==> config.mk <==
export PLATFORM = sky130hd
export DESIGN_NAME = frame_mem_arbiter
export DESIGN_NICKNAME = d
export VERILOG_FILES = /design/src/rtl/frame_mem_arbiter.sv
export SDC_FILE = /design/constraint.sdc
export NUM_CORES = 1
export LEC_CHECK = 0
export ABC_AREA = 1
export CAP_MARGIN = 15
export CORE_AREA = 3 3 219 221
export DETAILED_ROUTE_END_ITERATION = 12
export DIE_AREA = 0 0 222 224
export MAX_ROUTING_LAYER = met4
export PLACE_DENSITY = 0.7
export SLEW_MARGIN = 20
export SYNTH_ARGS = -nofsm -noshare
export SYNTH_HDL_FRONTEND = slang
export SYNTH_SLANG_ARGS = --single-unit
==> constraint.sdc <==
create_clock -name clock -period 10.4 [get_ports clock]
set_input_delay 3.12 -clock clock [delete_from_list [all_inputs] [get_ports clock]]
set_output_delay 3.12 -clock clock [all_outputs]
set_load 0.1 [all_outputs]
==> src/rtl/frame_mem_arbiter.sv <==
// Multi-bank, multi-client frame-buffer SRAM arbiter with rotating buffer mapping and tagged read return.
// Define FRAME_MEM_ARBITER_RR_EN for per-bank round-robin arbitration; otherwise the lowest client index wins.
module frame_mem_arbiter #(
    parameter int NUM_CLIENTS  = 4,
    parameter int NUM_BANKS    = 2,
    parameter int NUM_BUFS     = 4,
    parameter int READ_LATENCY = 2,
    parameter int ADDR_W       = 19,
    parameter int DATA_W       = 36,
    parameter int IMAGE_LENGTH = 153600
) (
    input  logic                          clock,
    input  logic                          reset,
    input  logic                          frame_flag,
    input  logic [NUM_CLIENTS-1:0]        req,
    input  logic [NUM_CLIENTS-1:0]        wr,
    input  logic [NUM_CLIENTS*ADDR_W-1:0] addr,
    input  logic [NUM_CLIENTS*DATA_W-1:0] wdata,
    output logic [NUM_CLIENTS-1:0]        grant,
    output logic [NUM_CLIENTS-1:0]        rvalid,
    output logic [NUM_CLIENTS*DATA_W-1:0] rdata,
    output logic [NUM_BANKS*ADDR_W-1:0]   mem_addr,
    output logic [NUM_BANKS*DATA_W-1:0]   mem_wdata,
    output logic [NUM_BANKS-1:0]          mem_wr,
    input  logic [NUM_BANKS*DATA_W-1:0]   mem_rdata,
    output logic [2:0]                    frame_idx
);
    localparam int CID_W = (NUM_CLIENTS > 1) ? $clog2(NUM_CLIENTS) : 1;

    logic [2:0]                                     frame_idx_q, frame_idx_d;
    logic [NUM_BANKS-1:0][READ_LATENCY-1:0]         pv_q, pv_d;
    logic [NUM_BANKS-1:0][READ_LATENCY-1:0][CID_W-1:0] pc_q, pc_d;
    logic [NUM_CLIENTS*DATA_W-1:0]                  rdata_q, rdata_d;
    logic                                           found;
    int                                             c, b, ci;
`ifdef FRAME_MEM_ARBITER_RR_EN
    logic [NUM_BANKS-1:0][CID_W-1:0]                ptr_q, ptr_d;
`endif

    assign frame_idx = frame_idx_q;

    always_comb begin
        frame_idx_d = frame_idx_q;
        if (frame_flag)
            frame_idx_d = (frame_idx_q == 3'(NUM_BUFS - 1)) ? 3'd0 : frame_idx_q + 3'd1;
    end

    always_comb begin
        grant     = '0;
        mem_addr  = '0;
        mem_wdata = '0;
        mem_wr    = '0;
        pv_d      = '0;
        pc_d      = '0;
        found     = 1'b0;
        c         = 0;
        b         = 0;
`ifdef FRAME_MEM_ARBITER_RR_EN
        ptr_d     = ptr_q;
`endif
        for (int k = 0; k < NUM_BANKS; k++) begin
            for (int s = 1; s < READ_LATENCY; s++) begin
                pv_d[k][s] = pv_q[k][s-1];
                pc_d[k][s] = pc_q[k][s-1];
            end
            found = 1'b0;
            for (int j = 0; j < NUM_CLIENTS; j++) begin
`ifdef FRAME_MEM_ARBITER_RR_EN
                c = (int'(ptr_q[k]) + 1 + j) % NUM_CLIENTS;
`else
                c = j;
`endif
                // Each client owns exactly one buffer, so it can only ever win on one bank.
                b = (int'(frame_idx_q) + c) % NUM_BUFS;
                if (reset && !found && req[c] && ((b % NUM_BANKS) == k)) begin
                    found     = 1'b1;
                    grant[c]  = 1'b1;
                    mem_wr[k] = wr[c];
                    mem_addr[k*ADDR_W +: ADDR_W]  = ADDR_W'((b / NUM_BANKS) * IMAGE_LENGTH)
                                                  + addr[c*ADDR_W +: ADDR_W];
                    mem_wdata[k*DATA_W +: DATA_W] = wdata[c*DATA_W +: DATA_W];
                    if (!wr[c]) begin
                        pv_d[k][0] = 1'b1;
                        pc_d[k][0] = CID_W'(c);
                    end
`ifdef FRAME_MEM_ARBITER_RR_EN
                    ptr_d[k] = CID_W'(c);
`endif
                end
            end
        end
    end

    // The last pipeline stage lines up with the SRAM returning data, so it is passed straight
    // through in the pulse cycle and captured for holding afterwards.
    always_comb begin
        rvalid = '0;
        rdata  = rdata_q;
        ci     = 0;
        if (reset) begin
            for (int k = 0; k < NUM_BANKS; k++) begin
                if (pv_q[k][READ_LATENCY-1]) begin
                    ci = int'(pc_q[k][READ_LATENCY-1]);
                    rvalid[ci] = 1'b1;
                    rdata[ci*DATA_W +: DATA_W] = mem_rdata[k*DATA_W +: DATA_W];
                end
            end
        end
        rdata_d = rdata;
    end

    always_ff @(posedge clock) begin
        if (!reset) begin
            frame_idx_q <= '0;
            pv_q        <= '0;
            rdata_q     <= '0;
`ifdef FRAME_MEM_ARBITER_RR_EN
            for (int k = 0; k < NUM_BANKS; k++)
                ptr_q[k] <= CID_W'(NUM_CLIENTS - 1);
`endif
        end else begin
            frame_idx_q <= frame_idx_d;
            pv_q        <= pv_d;
            rdata_q     <= rdata_d;
`ifdef FRAME_MEM_ARBITER_RR_EN
            ptr_q       <= ptr_d;
`endif
        end
        pc_q <= pc_d;
    end
endmodule

# ---- After elaboration in Yosys (flattened, before gate mapping)
# Cells that the tools add are included.
dict set report word_totals {
  input_bits 303
  out_inout_bits 267
  ff_bits 159
  word_cells 160
}
dict set report classes {
  shifts 4
  bitwise 7
  addsub 13
  muxes 78
  n_lt_le_gt_ge 4
  eq_ne 4
  mul 6
  n_reduce_logical 36
}
# op count
set op_table {}
lappend op_table {{$mux W144} 4}
lappend op_table {{$bwmux W144} 2}
lappend op_table {{$mux W36} 8}
lappend op_table {{$shift A36 B33 Y144 const A} 2}
lappend op_table {{$shiftx A36 B33 Y144} 2}
lappend op_table {{$mux W19} 8}
lappend op_table {{$logic_not A32 Y1} 4}
lappend op_table {{$add A32 B1 Y32} 3}
lappend op_table {{$mul A32 B8 Y8 const B} 3}
lappend op_table {{$add A19 B19 Y19} 4}
lappend op_table {{$neg A8 Y33} 2}
lappend op_table {{$mux W1} 41}
lappend op_table {{$logic_and A1 B1 Y1} 23}
lappend op_table {{$mux W2} 8}
lappend op_table {{$mux W4} 4}
lappend op_table {{$mul A2 B4 Y6 const B} 2}
lappend op_table {{$mul A1 B7 Y8 const B} 1}
lappend op_table {{$eq A2 B2 Y1 const B} 3}
lappend op_table {{$logic_not A1 Y1} 6}
lappend op_table {{$lt A2 B3 Y1 const B} 2}
lappend op_table {{$reduce_or A2 Y1} 3}
lappend op_table {{$add A2 B2 Y2 const B} 2}
lappend op_table {{$demux W1 S2} 2}
lappend op_table {{$ge A2 B1 Y1 const B} 2}
lappend op_table {{other kinds (7)} 11}

# ---- Depth between registers and ports, before layout
dict set report logic_depth {
  depth_word 19
  depth_mapped 18
  mapped_depth_nobuf 14
}

# ---- Least setup slack after synthesis
# OpenSTA, ideal clock, no wires.
dict set report synth_timing {
  kind {input -> output}
  start {input port reset}
  end {output port mem_wr[0]}
  stages 7
  arrival_time_ps 7924
  path_buffers 1
  required_ps 7280
  path_slack_ps -644
  cell_sequence {inv_2 > nor3_1 > nand2_1 > inv_1 > buf_2 > a21oi_1 > o21ai_0}
}
dict set report synth_via {
  elab_chain_cells 18
  elab_cells_between_ends 21
  classes_between {mux: 7; reduce/logical: 14}
}
# item line
set synth_lines {}
lappend synth_lines {{start: declaration} 13} ;# input logic reset,
lappend synth_lines {{$logic_and A1 B1 Y1 (2 in a row)} 75} ;# if (reset && !found && req[c] && ((b % NUM_BANKS) == k)) begin
lappend synth_lines {{$mux W1} 75}
lappend synth_lines {{$logic_not A1 Y1} 75}
lappend synth_lines {{$logic_and A1 B1 Y1 (3 in a row)} 75}
lappend synth_lines {{$mux W1} 75}
lappend synth_lines {{$logic_not A1 Y1} 75}
lappend synth_lines {{$logic_and A1 B1 Y1 (3 in a row)} 75}
lappend synth_lines {{$mux W1} 75}
lappend synth_lines {{$logic_not A1 Y1} 75}
lappend synth_lines {{$logic_and A1 B1 Y1 (3 in a row)} 75}
lappend synth_lines {{$mux W1 *} 75}
lappend synth_lines {{end: declaration} 24} ;# output logic [NUM_BANKS-1:0] mem_wr,
# Every way passes the cells marked *; elsewhere a longest branch is shown, timed or not.

# ---- Worst setup path in the final report
dict set report layout_timing {
  start {input port mem_rdata[52]}
  end {output port rdata[32]}
}
dict set report layout_via {
  elab_chain_cells 4
}
# item line
set layout_lines {}
lappend layout_lines {{start: declaration} 25} ;# input logic [NUM_BANKS*DATA_W-1:0] mem_rdata,
lappend layout_lines {{$shiftx A36 B33 Y144} 105} ;# rdata[ci*DATA_W +: DATA_W] = mem_rdata[k*DATA_W +: DATA_W];
lappend layout_lines {{$bwmux W144} 105}
lappend layout_lines {{$mux W144} 102} ;# if (pv_q[k][READ_LATENCY-1]) begin
lappend layout_lines {{$mux W144} 100} ;# if (reset) begin
lappend layout_lines {{end: declaration} 21} ;# output logic [NUM_CLIENTS*DATA_W-1:0] rdata,
# Every way passes these cells.

==> qor.csv <==
stage,metric,value,unit
yosys,Synth Cell Area,17400,sq um
outcome,status,"complete, no violations",
timing,clock skew,0.00911,ns
placement,pre-CTS setup slack,1.61,ns
worst_setup_path,FF-to-FF path depth,11,
floorplan,Rows,79,
yosys,syn_area_per_cell,5.34,sq um
clock_network,root buf cell,clkbuf_16,
min_path,WHS Endpoint,pc_q[6]$_DFF_P_,
routing,Iteration-0 DRC Markers,3754,
layout,nets,4019,
clock_network,clk_lat worst skew,0.46,ns
routing,WL/cell,25.3,microns
timing,final hold slack,0.328,ns
yosys,Ys Warns,0,
pwr,Net Sw Frac,49.8,%
pwr,clock share of power,25.2,%
yosys,Synth Instances,3264,
floorplan,DIE AREA,49700,sq um
routing,Final ANT Viol Nets,0,
clock_network,Clock Path Buffers,2,
grt,GR met3 Demand/Resource,8.26,%
worst_setup_path,worst r2r dst,rdata_q[4]$_SDFF_PN0_,
min_path,worst min-delay path category,reg -> reg,
floorplan,# IOs,570,
grt,first-pass GRT wire length,153000,microns
grt,M2 GR Usage,67.4,%
floorplan,initial core utilization,37.6,%
layout,Seq. cell area,3190,sq um
layout,area grow syn2layout,34.1,%
worst_setup_path,"Req. time, crit path",7.28,ns
clock_network,Num Clock Sinks,159,
clock_network,setup bufs post-CTS,0,
clock_network,CTS Buf Count,17,
routing,vias per inst,5.79,
clock_network,clock slew seen by the registers of the worst setup and hold paths,0.07,ns
floorplan,core area,46400,sq um
timing,final hold vios,0,
pwr,P_int,1.32,mW
grt,busiest layer in global routing,met2,
grt,largest net degree at the start of global routing,97,
timing,Slew headroom,18.9,%
pwr,overall power,2.62,mW
worst_setup_path,CP Launch Type,input port,
timing,Final setup viols,0,
routing,DRT Pass-1 Iters,6,
floorplan,die width,222,microns
timing,Final period util,85.9,%
placement,IO buf count,569,
timing,Setup WS post-layout,1.47,ns
yosys,Post-Synthesis Net Count,3601,
timing,TNS Setup,0,ns
yosys,post-synthesis cell type count,46,
routing,Vias,25000,
grt,vias in the first global route,22400,
worst_setup_path,Worst EP arrival,5.81,ns
clock_network,cts repair resizes,0,
floorplan,chip height,224,microns
timing,Slew Limit Fails,0,
pwr,combinational power share,50.6,%
grt,GRT Residual Overflow,0,
yosys,"Top FF cell, synth",dfxtp_1,
yosys,"Async S/R FF share, synth",0,%
pwr,Leak Pwr,12.4,nW
timing,fin crit period,8.93,ns
timing,max frequency,112,MHz
clock_network,hold buffers post-CTS,0,
routing,DRC Markers,0,
layout,Fill cells,5154,
yosys,Seq cells post-synth,159,
worst_setup_path,crit-path max FO,4,
pwr,Peak VDD IR,112,uV
grt,met1 GRT Util,47.5,%
worst_setup_path,origin of the critical flop-to-flop path,pc_q[6]$_DFF_P_,
timing,Worst-Margin Slew,1.18,ns
worst_setup_path,WS Path Type,in -> out,
pwr,Seq pwr share,24.2,%
pwr,pwr/cell area,112,nW/um^2
grt,initial antenna violation count,16,
placement,GPL Wtd Cong,1.05,
clock_network,CTS H-tree depth,4,
min_path,worst hold start,pc_d[6]$_DFF_P_,
routing,Post-Route WL,109000,microns
timing,RSZ-0062 raised after global routing,false,
yosys,"Seq/Total Area, Yosys",18.3,%
layout,ratio of cells with drive above 1 in the final layout,10.4,%
clock_network,CTS tree,done,
grt,global-route usage over all layers,42.7,%
pwr,P_sw,1.30,mW
job,MaxCap Viol Count,0,
worst_setup_path,Worst setup EP type,primary output,
worst_setup_path,flop-to-flop setup slack,5.61,ns
placement,hpwl dp,86300,microns
min_path,hold path depth,0,
yosys,number of synthesized flops with an enable pin,0,
layout,area of the multi-input gates,12200,sq um
==> metal layers <==
layer  vias up  routed length (microns)
met5         -                        0
met4         0                    10200
met3       364                    10600
met2      1655                    50000
met1     11500                    38500
li1      11500                        -
==> logic make-up after synthesis <==
family,share of synthesized area (%)
AOI/OAI and AO/OA,16.6
xor gates and xnor gates,0.955
adders and majority gates,2.61
buffers and inverters,12.1
DFF,18.3
muxes,0.345
and+or+nand+nor,49.1
==> layout make-up <==
class / count / share of cell area (%)
multi-input cells: 2586 / 52.1
repair buffers: 628 / 23.7
flip-flops and latches: 159 / 13.6
inverters: 290 / 4.67
well taps: 607 / 3.25
clock buffers: 18 / 1.84
clock inverters: 14 / 0.674
diodes: 16 / 0.171
==> synth_stat cells (6+ instances only) <==
cell / number / share of area (%)
o221ai_1: 13 / 0.65
a22oi_1: 109 / 4.7
o22ai_1: 14 / 0.50
clkbuf_1: 111 / 2.4
nand4_1: 16 / 0.57
o211ai_1: 30 / 1.3
buf_4: 14 / 0.60
o2111ai_1: 8 / 0.40
dfxtp_1: 159 / 18
nor2_1: 111 / 2.4
buf_1: 27 / 0.58
or2_2: 6 / 0.22
mux2i_1: 6 / 0.34
inv_1: 279 / 6.0
xnor2_1: 8 / 0.40
buf_2: 74 / 2.1
ha_1: 30 / 2.2
inv_2: 8 / 0.17
xor2_1: 11 / 0.55
o21bai_1: 6 / 0.26
a21oi_1: 46 / 1.3
o21a_1: 7 / 0.30
o21ai_0: 206 / 5.9
nand2_1: 1341 / 29
a31oi_1: 11 / 0.39
nand3_1: 558 / 16
==> placed cells by master (no fill, tap or decap), types with 4 or more instances in the layout <==
cell	instances
a21o_1	4
a21oi_1	46
a22oi_1	109
a31oi_1	11
buf_12	4
buf_4	316
clkbuf_16	17
clkdlybuf4s50_1	308
dfxtp_1	157
diode_2	16
fa_1	4
ha_1	28
inv_1	277
inv_2	9
inv_6	4
mux2i_1	6
nand2_1	1341
nand2b_1	5
nand3_1	558
nand4_1	16
nor2_1	107
nor2_4	6
nor3_1	4
o2111ai_1	8
o211ai_1	30
o21a_1	7
o21ai_0	204
o21ai_1	7
o21bai_1	6
o221ai_1	13
o22ai_1	14
o31ai_1	4
or2_2	6
xnor2_1	8
xor2_1	11
==> power groups by stage <==
stage,sequential [mW],combinational [mW],clock [mW]
2_1_floorplan,0.648,0.832,0
3_3_place_gp,0.647,1.30,0
3_5_place_dp,0.647,1.30,0
4_1_cts,0.633,1.30,0.660
5_1_grt,0.635,1.38,0.685
6_report,0.633,1.33,0.660
==> worst max-delay path by stage <==
stage                             start        end
after floorplan                   reset  mem_wr[0]
after CTS                 mem_rdata[52]  rdata[32]
final                     mem_rdata[52]  rdata[32]
after global routing      mem_rdata[52]  rdata[32]
after detailed placement  mem_rdata[52]  rdata[32]
after global placement    mem_rdata[61]  rdata[29]
==> flip-flops by register name (all words and copies together), names as in the netlist <==
register / flops
pv_d: 2
pv_q: 2
pc_d: 4
rdata_q: 144
frame_idx: 3
pc_q: 4
==> through the flow <==
| step | cell area, sq um | utilization [%] | std cells |
|---|---|---|---|
| after floorplan | 17400 | - | 3264 |
| after global placement | 22700 | 49.1 | 4270 |
| after detailed placement | 22700 | 49.1 | 4270 |
| after CTS | 23300 | 50.3 | 4302 |
| after global routing | 23400 | 50.4 | 4318 |
| final | 23400 | 50.4 | 4318 |
==> worst max-delay path: stages <==
cell and delay, ns:
clkdlybuf4s50_1 0.50, inv_1 0.06, o21ai_0 0.13, o21ai_0 0.18
mux2i_1 1.00, nand2_1 0.10, o211ai_1 0.13, nand3_1 0.12
nand2_1 0.17, buf_4 0.31
Note: power is estimated with default switching activity, not from simulation.
